==> src/rtl/cpu24_pkg.sv <==
// Shared types and constants for the 24-bit CPU control path.
package cpu24_pkg;

    localparam int unsigned OPW    = 4;
    localparam int unsigned ALUOPW = 2;
    localparam int unsigned PERF_W = 24;

    typedef enum logic [2:0] {
        FETCH     = 3'd0,
        DECODE    = 3'd1,
        EXECUTE   = 3'd2,
        MEM       = 3'd3,
        WRITEBACK = 3'd4,
        HALTED    = 3'd5,
        TRAP      = 3'd6
    } state_t;

    localparam logic [OPW-1:0] OP_RTYPE = 4'b0000;
    localparam logic [OPW-1:0] OP_ADDI  = 4'b0001;
    localparam logic [OPW-1:0] OP_LW    = 4'b0010;
    localparam logic [OPW-1:0] OP_SW    = 4'b0011;
    localparam logic [OPW-1:0] OP_BEQ   = 4'b0100;
    localparam logic [OPW-1:0] OP_HALT  = 4'b1111;

    localparam logic [ALUOPW-1:0] ALUOP_ADD  = 2'b00;
    localparam logic [ALUOPW-1:0] ALUOP_SUB  = 2'b01;
    localparam logic [ALUOPW-1:0] ALUOP_FUNC = 2'b10;

endpackage

==> src/rtl/multicycle_control_unit_if.sv <==
// Control-unit <-> datapath signal bundle.
// CU_PERF_CNT_EN adds the InstrCount/StallCount performance counters.
interface multicycle_control_unit_if;
    import cpu24_pkg::*;

    logic [OPW-1:0]    opcode;
    logic              MemReady;
    logic              RegDst;
    logic              Branch;
    logic              MemRead;
    logic              MemWrite;
    logic              RegWrite;
    logic              MemToReg;
    logic              ALUSrc;
    logic [ALUOPW-1:0] ALUOp;
    logic              PCWrite;
    logic              IRWrite;
    logic              Halted;
    logic              Illegal;
`ifdef CU_PERF_CNT_EN
    logic [PERF_W-1:0] InstrCount;
    logic [PERF_W-1:0] StallCount;
`endif

    // Control unit side
    modport master (
        input  opcode, MemReady,
        output RegDst, Branch, MemRead, MemWrite, RegWrite, MemToReg, ALUSrc,
               ALUOp, PCWrite, IRWrite, Halted, Illegal
`ifdef CU_PERF_CNT_EN
        , output InstrCount, StallCount
`endif
    );

    // Datapath side
    modport slave (
        output opcode, MemReady,
        input  RegDst, Branch, MemRead, MemWrite, RegWrite, MemToReg, ALUSrc,
               ALUOp, PCWrite, IRWrite, Halted, Illegal
`ifdef CU_PERF_CNT_EN
        , input InstrCount, StallCount
`endif
    );

endinterface

==> src/rtl/cu_opclass_decode.sv <==
// Maps the latched opcode to one-hot instruction class flags.
module cu_opclass_decode
    import cpu24_pkg::*;
(
    input  logic [OPW-1:0] op,
    output logic           is_r,
    output logic           is_addi,
    output logic           is_lw,
    output logic           is_sw,
    output logic           is_beq,
    output logic           is_halt,
    output logic           is_illegal
);

    // Opcode class lookup; anything undefined is illegal
    always_comb begin
        is_r       = 1'b0;
        is_addi    = 1'b0;
        is_lw      = 1'b0;
        is_sw      = 1'b0;
        is_beq     = 1'b0;
        is_halt    = 1'b0;
        is_illegal = 1'b0;
        case (op)
            OP_RTYPE: is_r       = 1'b1;
            OP_ADDI:  is_addi    = 1'b1;
            OP_LW:    is_lw      = 1'b1;
            OP_SW:    is_sw      = 1'b1;
            OP_BEQ:   is_beq     = 1'b1;
            OP_HALT:  is_halt    = 1'b1;
            default:  is_illegal = 1'b1;
        endcase
    end

endmodule

==> src/rtl/multicycle_control_unit.sv <==
// Multicycle instruction sequencer for the 24-bit datapath.
// Optional macro CU_PERF_CNT_EN adds retired-instruction and stall counters.
module multicycle_control_unit
    import cpu24_pkg::*;
(
    input logic                       Clock,
    input logic                       Reset_n,
    multicycle_control_unit_if.master bus
);

    state_t            state_q;
    state_t            state_c;
    logic [OPW-1:0]    op_q;
    logic              is_r, is_addi, is_lw, is_sw, is_beq, is_halt, is_illegal;

    logic              reg_dst_c, branch_c, mem_read_c, mem_write_c, reg_write_c;
    logic              mem_to_reg_c, alu_src_c, pc_write_c, ir_write_c, halted_c, illegal_c;
    logic [ALUOPW-1:0] alu_op_c;

    cu_opclass_decode u_opclass (
        .op         (op_q),
        .is_r       (is_r),
        .is_addi    (is_addi),
        .is_lw      (is_lw),
        .is_sw      (is_sw),
        .is_beq     (is_beq),
        .is_halt    (is_halt),
        .is_illegal (is_illegal)
    );

    // State register
    always_ff @(posedge Clock or negedge Reset_n) begin
        if (!Reset_n) state_q <= FETCH;
        else          state_q <= state_c;
    end

    // Opcode latch: captured only when leaving FETCH
    always_ff @(posedge Clock or negedge Reset_n) begin
        if (!Reset_n)              op_q <= '0;
        else if (state_q == FETCH) op_q <= bus.opcode;
    end

    // Next-state and Moore output decode (MEM exit also looks at MemReady)
    always_comb begin
        state_c      = state_q;
        reg_dst_c    = 1'b0;
        branch_c     = 1'b0;
        mem_read_c   = 1'b0;
        mem_write_c  = 1'b0;
        reg_write_c  = 1'b0;
        mem_to_reg_c = 1'b0;
        alu_src_c    = 1'b0;
        alu_op_c     = ALUOP_ADD;
        pc_write_c   = 1'b0;
        ir_write_c   = 1'b0;
        halted_c     = 1'b0;
        illegal_c    = 1'b0;
        case (state_q)
            FETCH: begin
                ir_write_c = 1'b1;
                state_c    = DECODE;
            end
            DECODE: begin
                if (is_halt)         state_c = HALTED;
                else if (is_illegal) state_c = TRAP;
                else                 state_c = EXECUTE;
            end
            EXECUTE: begin
                alu_src_c = is_addi | is_lw | is_sw;
                if (is_r)        alu_op_c = ALUOP_FUNC;
                else if (is_beq) alu_op_c = ALUOP_SUB;
                if (is_beq) begin
                    branch_c   = 1'b1;
                    pc_write_c = 1'b1;
                    state_c    = FETCH;
                end else if (is_lw || is_sw) begin
                    state_c = MEM;
                end else begin
                    state_c = WRITEBACK;
                end
            end
            MEM: begin
                alu_src_c   = 1'b1;
                mem_read_c  = is_lw;
                mem_write_c = is_sw;
                if (bus.MemReady) begin
                    if (is_lw) begin
                        state_c = WRITEBACK;
                    end else begin
                        pc_write_c = 1'b1;
                        state_c    = FETCH;
                    end
                end
            end
            WRITEBACK: begin
                reg_write_c  = 1'b1;
                pc_write_c   = 1'b1;
                reg_dst_c    = is_r;
                alu_src_c    = is_addi;
                mem_to_reg_c = is_lw;
                if (is_r) alu_op_c = ALUOP_FUNC;
                state_c = FETCH;
            end
            HALTED:  halted_c  = 1'b1;
            TRAP:    illegal_c = 1'b1;
            default: state_c   = FETCH;
        endcase
    end

    // Outputs are held low for as long as reset is asserted
    assign bus.RegDst   = Reset_n & reg_dst_c;
    assign bus.Branch   = Reset_n & branch_c;
    assign bus.MemRead  = Reset_n & mem_read_c;
    assign bus.MemWrite = Reset_n & mem_write_c;
    assign bus.RegWrite = Reset_n & reg_write_c;
    assign bus.MemToReg = Reset_n & mem_to_reg_c;
    assign bus.ALUSrc   = Reset_n & alu_src_c;
    assign bus.ALUOp    = {ALUOPW{Reset_n}} & alu_op_c;
    assign bus.PCWrite  = Reset_n & pc_write_c;
    assign bus.IRWrite  = Reset_n & ir_write_c;
    assign bus.Halted   = Reset_n & halted_c;
    assign bus.Illegal  = Reset_n & illegal_c;

`ifdef CU_PERF_CNT_EN
    logic [PERF_W-1:0] instr_cnt_q;
    logic [PERF_W-1:0] stall_cnt_q;

    // Retired-instruction and memory-stall counters, free-running with wrap
    always_ff @(posedge Clock or negedge Reset_n) begin
        if (!Reset_n) begin
            instr_cnt_q <= '0;
            stall_cnt_q <= '0;
        end else begin
            if (pc_write_c)                         instr_cnt_q <= instr_cnt_q + PERF_W'(1);
            if ((state_q == MEM) && !bus.MemReady)  stall_cnt_q <= stall_cnt_q + PERF_W'(1);
        end
    end

    assign bus.InstrCount = instr_cnt_q;
    assign bus.StallCount = stall_cnt_q;
`endif

endmodule

==> src/flat_wrapper.sv <==
// flat-port wrapper written by rule: the top's interface ports become plain ports
module multicycle_control_unit_flat import cpu24_pkg::*;
  (Clock, Reset_n, bus_opcode, bus_MemReady, bus_RegDst, bus_Branch, bus_MemRead, bus_MemWrite, bus_RegWrite, bus_MemToReg, bus_ALUSrc, bus_ALUOp, bus_PCWrite, bus_IRWrite, bus_Halted, bus_Illegal);
  multicycle_control_unit_if bus_i ();
  input logic Clock;
  input logic Reset_n;
  input wire logic [$bits(bus_i.opcode)-1:0] bus_opcode;
  input wire logic [$bits(bus_i.MemReady)-1:0] bus_MemReady;
  output wire logic [$bits(bus_i.RegDst)-1:0] bus_RegDst;
  output wire logic [$bits(bus_i.Branch)-1:0] bus_Branch;
  output wire logic [$bits(bus_i.MemRead)-1:0] bus_MemRead;
  output wire logic [$bits(bus_i.MemWrite)-1:0] bus_MemWrite;
  output wire logic [$bits(bus_i.RegWrite)-1:0] bus_RegWrite;
  output wire logic [$bits(bus_i.MemToReg)-1:0] bus_MemToReg;
  output wire logic [$bits(bus_i.ALUSrc)-1:0] bus_ALUSrc;
  output wire logic [$bits(bus_i.ALUOp)-1:0] bus_ALUOp;
  output wire logic [$bits(bus_i.PCWrite)-1:0] bus_PCWrite;
  output wire logic [$bits(bus_i.IRWrite)-1:0] bus_IRWrite;
  output wire logic [$bits(bus_i.Halted)-1:0] bus_Halted;
  output wire logic [$bits(bus_i.Illegal)-1:0] bus_Illegal;
  assign bus_i.opcode = bus_opcode;
  assign bus_i.MemReady = bus_MemReady;
  assign bus_RegDst = bus_i.RegDst;
  assign bus_Branch = bus_i.Branch;
  assign bus_MemRead = bus_i.MemRead;
  assign bus_MemWrite = bus_i.MemWrite;
  assign bus_RegWrite = bus_i.RegWrite;
  assign bus_MemToReg = bus_i.MemToReg;
  assign bus_ALUSrc = bus_i.ALUSrc;
  assign bus_ALUOp = bus_i.ALUOp;
  assign bus_PCWrite = bus_i.PCWrite;
  assign bus_IRWrite = bus_i.IRWrite;
  assign bus_Halted = bus_i.Halted;
  assign bus_Illegal = bus_i.Illegal;
  multicycle_control_unit u_core (.Clock(Clock), .Reset_n(Reset_n), .bus(bus_i));
endmodule
==> config.mk <==
export PLATFORM = sky130hd
export DESIGN_NAME = multicycle_control_unit_flat
export DESIGN_NICKNAME = d
export VERILOG_FILES = /design/src/rtl/cpu24_pkg.sv /design/src/rtl/multicycle_control_unit_if.sv /design/src/rtl/cu_opclass_decode.sv /design/src/rtl/multicycle_control_unit.sv /design/src/flat_wrapper.sv
export SDC_FILE = /design/constraint.sdc
export NUM_CORES = 1
export LEC_CHECK = 0
export CAP_MARGIN = 20
export CORE_UTILIZATION = 35
export CTS_BUF_LIST = sky130_fd_sc_hd__clkbuf_4
export CTS_CLUSTER_SIZE = 16
export DETAILED_ROUTE_END_ITERATION = 6
export DONT_BUFFER_PORTS = 1
export PLACE_DENSITY_LB_ADDON = 0.08
export SLEW_MARGIN = 40
export SYNTH_ARGS = -nofsm -noshare
export SYNTH_HDL_FRONTEND = slang
export SYNTH_SLANG_ARGS = --single-unit
==> constraint.sdc <==
create_clock -name Clock -period 2.3 [get_ports Clock]
set_input_delay 0.23 -clock Clock [delete_from_list [all_inputs] [get_ports Clock]]
set_output_delay 0.23 -clock Clock [all_outputs]
set_load 0.05 [all_outputs]
==> flow_summary_export.csv, run 1 <==
group,metric,value,unit
power,peakVddDrop,0.8708,mV
timing,tightest_slew,0.4895,ns
yosys,syn-cell-area,555.5,sq um
drt,ant_nets,0,
power,powerDensity,1371,mW/mm^2
yosys,synth_edf_count,0,
final_layout,syn_to_final_growth,29.50,%
final_layout,fillCellCount,149,
yosys,ys_top_cells_by_area,"dfrtp_1 (32%), mux2_2 (8.1%), nor2_1 (8.1%)",
clocking,numCtsBuffers,3,
floorplanning,initial_core_util,37.31,%
job,drv_cap,0,
yosys,ys_types,28,
timing,finalCritPeriodShare,82.95,%
floorplanning,die_x,41.84,um
final_layout,fin_cells,101,
critical_path,cp.arrival,1.68,ns
final_layout,multiInputGateArea,359.1,sq um
clocking,path_clk_slew,0.05,ns
drt,drt_pass1_iterations,4,
final_layout,seqCellArea,175.2,sq um
critical_path,path_class,"reg2out",
global_routing,gr-total-overflow,0,
yosys,synthCells,70,
placed_design,routabilityCongestion,0.8104,
power,p_leak,0.3068,nW
yosys,synthFlopType,"dfrtp_1",
drt,drt_iter0_drc,5,
yosys,synth_nets,77,
timing,fmax,0.5242,GHz
global_routing,grt_pass1_wl,2256,um
final_layout,drive_gt1_share,31.76,%
clocking,post_cts_buffers,0,
critical_path,cp_max_fo,13,
drt,drt-total-wl,1272,um
power,finalPower,0.9866,mW
timing,tns,0,ns
timing,hold_viol,0,
floorplanning,core,0.001489,sq mm
clocking,cts.path.max_buffers,2,
floorplanning,die_area,0.001751,sq mm
yosys,yosys.area.top_type,"dfrtp_1",
timing,slew_headroom,67.60,%
clocking,h-tree-depth,1,
yosys,synth.avg_cell_area,7.936,sq um
clocking,clkLatencyLatePin,0.25,ns
final_layout,nets,93,
timing,slew_violations,0,
run_status,outcome,"complete, no violations",
critical_path,start_kind,"flop",
drt,drt-vias-per-instance,5.772,
global_routing,grt_use_total,17.20,%
critical_path,crit_path_end_kind,"output port",
global_routing,grt_pass1_vias,502,
global_routing,antenna_found_initial,0,
global_routing,grt_max_degree,16,
timing,grt_setup_unrepaired,"false",
min_path,hold_class,"in2reg",
timing,setup_viol,0,
critical_path,cp.required,2.07,ns
drt,wl_per_cell,12.59,um
yosys,synthArstFlopShare,100.0,%
yosys,ys_seq_area_share,31.53,%
final_layout,diodes,0,
yosys,yosys-top-cells-count,"nor2_1 (12), dfrtp_1 (7), nand2_1 (5), o21ai_0 (5)",
floorplanning,fp.dieH,41.84,um
yosys,yosysMostFrequentCell,"nor2_1",
clocking,cts-root-buf,"clkbuf_4",
placed_design,portBuffers,0,
clocking,cts_tree,"done",
floorplanning,ios,20,
placed_design,placedCellCount,96,
yosys,synth_top_area_share,31.53,%
clocking,cts.sinks,7,
drt,drc_errors,0,
placed_design,post-dp-hpwl,933.5,um
drt,via_count,583,
floorplanning,num_rows,14,
timing,clock_skew,0.005315,ns
yosys,ys_ff_latch,7,
timing,period_needed,1.908,ns
yosys,yosys_warnings,0,
-- stage by stage --
| step | worst slack (ns) | hold WS (ns) | utilization (%) | instance area [sq um] |
|---|---|---|---|---|
| 2_1_floorplan | 0.1807 | -0.06559 | - | 566.8 |
| 3_3_place_gp | 0.6383 | -0.06517 | 45.63 | 679.4 |
| 3_5_place_dp | 0.6314 | -0.06513 | 45.63 | 679.4 |
| 4_1_cts | 0.3576 | 0.09203 | 48.32 | 719.4 |
| 5_1_grt | 0.2617 | 0.1216 | 48.32 | 719.4 |
| 6_report | 0.3922 | 0.09936 | 48.32 | 719.4 |
-- state kept, by name, indices dropped and copies added, names as in the netlist --
register        cells
u_core.state_q      3
u_core.op_q         4
-- power breakdown --
group | internal, mW | switching (mW) | total [mW]
Combinational | 0.233 | 0.324 | 0.557
Sequential | 0.186 | 0.126 | 0.312
Clock | 0.0776 | 0.0405 | 0.118
Total | 0.496 | 0.490 | 0.987
-- worst paths after layout --
kind                                               startpoint                             to  slack, ns  cells after the start
worst max-delay path            u_core.state_q[1]$_DFFE_PN0P_                    bus_IRWrite       0.39                      2
worst min-delay path                            bus_opcode[1]     u_core.op_q[1]$_DFFE_PN0N_        0.1                      2
worst max register to register  u_core.state_q[1]$_DFFE_PN0P_  u_core.state_q[0]$_DFFE_PN0P_       0.85                      3
worst min register to register  u_core.state_q[0]$_DFFE_PN0P_     u_core.op_q[1]$_DFFE_PN0N_       0.59                      3
max in group asynchronous                             Reset_n     u_core.op_q[3]$_DFFE_PN0N_       1.73                      1
min in group asynchronous                             Reset_n     u_core.op_q[0]$_DFFE_PN0N_       0.32                      1
-- timing repair --
action                    in CTS  in global routing
hold buffers                   1                  0
hold endpoints to repair       7                  0
gates resized for setup        0                  0
-- per-layer routing --
metal,GRT usage [%],share of wire [%]
met2,25.00,45
met5,0,0
met3,3.478,5.2
met4,9.677,0.71
met1,23.63,49
-- kinds of logic after synthesis --
family                    share of synthesized area (%)
AOI/OAI and AO/OA                                 17.12
buffers and inverters                             5.856
muxes                                             8.108
DFF                                               31.53
xor gates and xnor gates                          1.577
and+or+nand+nor                                   35.81
-- cell usage in the layout, fill, tap and decap left out, drive strengths merged, types with 2 or more instances in the layout --
cell type and instances:
a31oi 2, nor3 5, dfrtp 7, a21oi 3, nor2 12, clkbuf 4, mux2 4, nand2 5
nand4 4, o21ai 5, buf 13, nand3b 2, inv 4
-- worst max-delay path, stage by stage (launching register included) --
cell	delay, ns
dfrtp_1	0.53
nor3_2	0.41
and2_1	0.50
-- final cells by class --
type / instances / share of cell area, %
multi-input cells: 56 / 49.91
clock buffers: 4 / 4.174
well taps: 16 / 2.783
repair buffers: 14 / 16.70
flip-flops and latches: 7 / 24.35
inverters: 4 / 2.087
Note: power is estimated with default switching activity, not from simulation.
==> run 2, diff against run 1 <==
Clock period 2.3 ns to 1.7 ns, I/O delays scaled along.
==> flow_summary_export.csv, run 2 (synthesized netlist as in run 1, its figures left out) <==
group,metric,value,unit
drt,wl_per_cell,13.21,um
floorplanning,die_x,41.84,um
drt,drt-total-wl,1466,um
drt,drt_iter0_drc,13,
critical_path,cp.arrival,1.63,ns
power,p_leak,0.3667,nW
power,finalPower,1.667,mW
clocking,clkLatencyLatePin,0.25,ns
final_layout,diodes,0,
critical_path,start_kind,"flop",
global_routing,grt_pass1_wl,2421,um
critical_path,cp.required,1.53,ns
floorplanning,core,0.001489,sq mm
drt,drc_errors,0,
drt,drt_pass1_iterations,4,
clocking,numCtsBuffers,3,
floorplanning,fp.dieH,41.84,um
drt,via_count,606,
timing,tightest_slew,0.3337,ns
final_layout,largest_register_ffs,4,
run_status,violations,"setup timing",
timing,slew_violations,0,
final_layout,syn_to_final_growth,62.39,%
clocking,cts-root-buf,"clkbuf_4",
timing,period_needed,1.803,ns
placed_design,portBuffers,0,
timing,grt_setup_unrepaired,"true",
floorplanning,ios,20,
timing,holdWs,0.05252,ns
clocking,path_clk_slew,0.05,ns
final_layout,drive_gt1_share,53.68,%
final_layout,layout_common_cells,"buf_4 (17), nor2_2 (6), dfrtp_1 (6)",
clocking,cts.sinks,7,
timing,hold_viol,0,
final_layout,nets,103,
run_status,outcome,"complete, but fails checks",
critical_path,crit_path_end_kind,"output port",
min_path,hold_class,"in2reg",
critical_path,cp_max_fo,4,
clocking,h-tree-depth,1,
clocking,cts.path.max_buffers,2,
final_layout,final_common_cell,"buf_4",
final_layout,top_regs,"u_core.op_q (4), u_core.state_q (3)",
critical_path,path_class,"reg2out",
timing,finalCritPeriodShare,106.1,%
final_layout,largest_register,"u_core.op_q",
placed_design,routabilityCongestion,0.8236,
floorplanning,num_rows,14,
drt,ant_nets,0,
global_routing,grt_use_total,18.11,%
clocking,cts_tree,"done",
global_routing,gr-total-overflow,0,
power,powerDensity,1848,mW/mm^2
final_layout,fillCellCount,139,
floorplanning,die_area,0.001751,sq mm
placed_design,post-dp-hpwl,1094,um
timing,slew_headroom,77.68,%
power,peakVddDrop,0.9911,mV
job,drv_cap,0,
timing,timing.final.ws_setup,-0.1031,ns
global_routing,antenna_found_initial,0,
timing,tns,-0.2363,ns
floorplanning,initial_core_util,37.31,%
timing,fmax,0.5546,GHz
timing,clock_skew,0.0006671,ns
global_routing,grt_pass1_vias,547,
global_routing,grt_max_degree,12,
drt,drt-vias-per-instance,5.459,
timing,setup_viol,3,
==> run 2: cell types whose count changed in the layout (fill, tap and decap cells not counted), moves of 2 or more <==
cell / delta
nor2_1: -7
nor2_2: +6
buf_4: +5
buf_12: +3
buf_6: +2
nor3_4: +2
==> run 2: path summary, 6_finish.rpt <==
check,from,end,slack (ns),cells past startpoint
max,u_core.op_q[0]$_DFFE_PN0N_,bus_PCWrite,-0.10,4
max reg2reg,u_core.op_q[0]$_DFFE_PN0N_,u_core.state_q[2]$_DFFE_PN0P_,0.27,4
max in group asynchronous,Reset_n,u_core.state_q[0]$_DFFE_PN0P_,1.17,1
min reg2reg,u_core.state_q[2]$_DFFE_PN0P_,u_core.state_q[2]$_DFFE_PN0P_,0.60,2
min in group asynchronous,Reset_n,u_core.op_q[0]$_DFFE_PN0N_,0.26,1
min,bus_opcode[1],u_core.op_q[1]$_DFFE_PN0N_,0.05,2
==> run 2: where the power goes <==
| part | switching [mW] | leakage [nW] | internal (mW) |
|---|---|---|---|
| Sequential | 0.0843 | 0.0837 | 0.255 |
| Combinational | 0.639 | 0.265 | 0.525 |
| Clock | 0.0585 | 0.0184 | 0.105 |
==> run 2: cell type report <==
| class | count | area, sq um | area share, % |
|---|---|---|---|
| multi-input cells | 56 | 420.4 | 46.60 |
| repair buffers | 24 | 240.2 | 26.63 |
| flip-flops and latches | 7 | 176.4 | 19.56 |
| clock buffers | 4 | 30.03 | 3.329 |
| well taps | 16 | 20.02 | 2.219 |
| inverters | 4 | 15.01 | 1.664 |
==> run 2: through the flow <==
| stage | std cells | setup WS, ns | util (%) | area, sq um |
|---|---|---|---|---|
| final | 111 | -0.1031 | 60.59 | 902.1 |
| after global routing | 111 | -0.1684 | 60.59 | 902.1 |
| after CTS | 110 | -0.1203 | 57.82 | 860.8 |
| after detailed placement | 102 | 0.1342 | 53.03 | 789.5 |
| after global placement | 102 | 0.1878 | 53.03 | 789.5 |
| after floorplan | 70 | -0.3360 | - | 594.3 |
==> run 2: per-layer routing <==
layer  up-vias  GRT usage (%)  share of wire (%)
li1        301              -                  -
met1       283          23.08                 42
met2        20          29.06                 52
met3         2          3.043                5.6
met4         0          9.677               0.68
met5         -              0                  0
==> run 2: worst max-delay path: stages, from the launching register on <==
cell and delay (ns):
dfrtp_1 0.37, or4b_4 0.58, nand4_1 0.14, a31oi_2 0.12, buf_12 0.17
==> run 2: timing repair <==
item / CTS / global route
hold buffers: 1 / 0
setup buffers: 3 / 1
pin swaps: 3 / 3
hold endpoints to repair: 7 / 0
setup endpoints to repair: 4 / 8
gates cloned: 0 / 0
gates resized for setup: 2 / 11
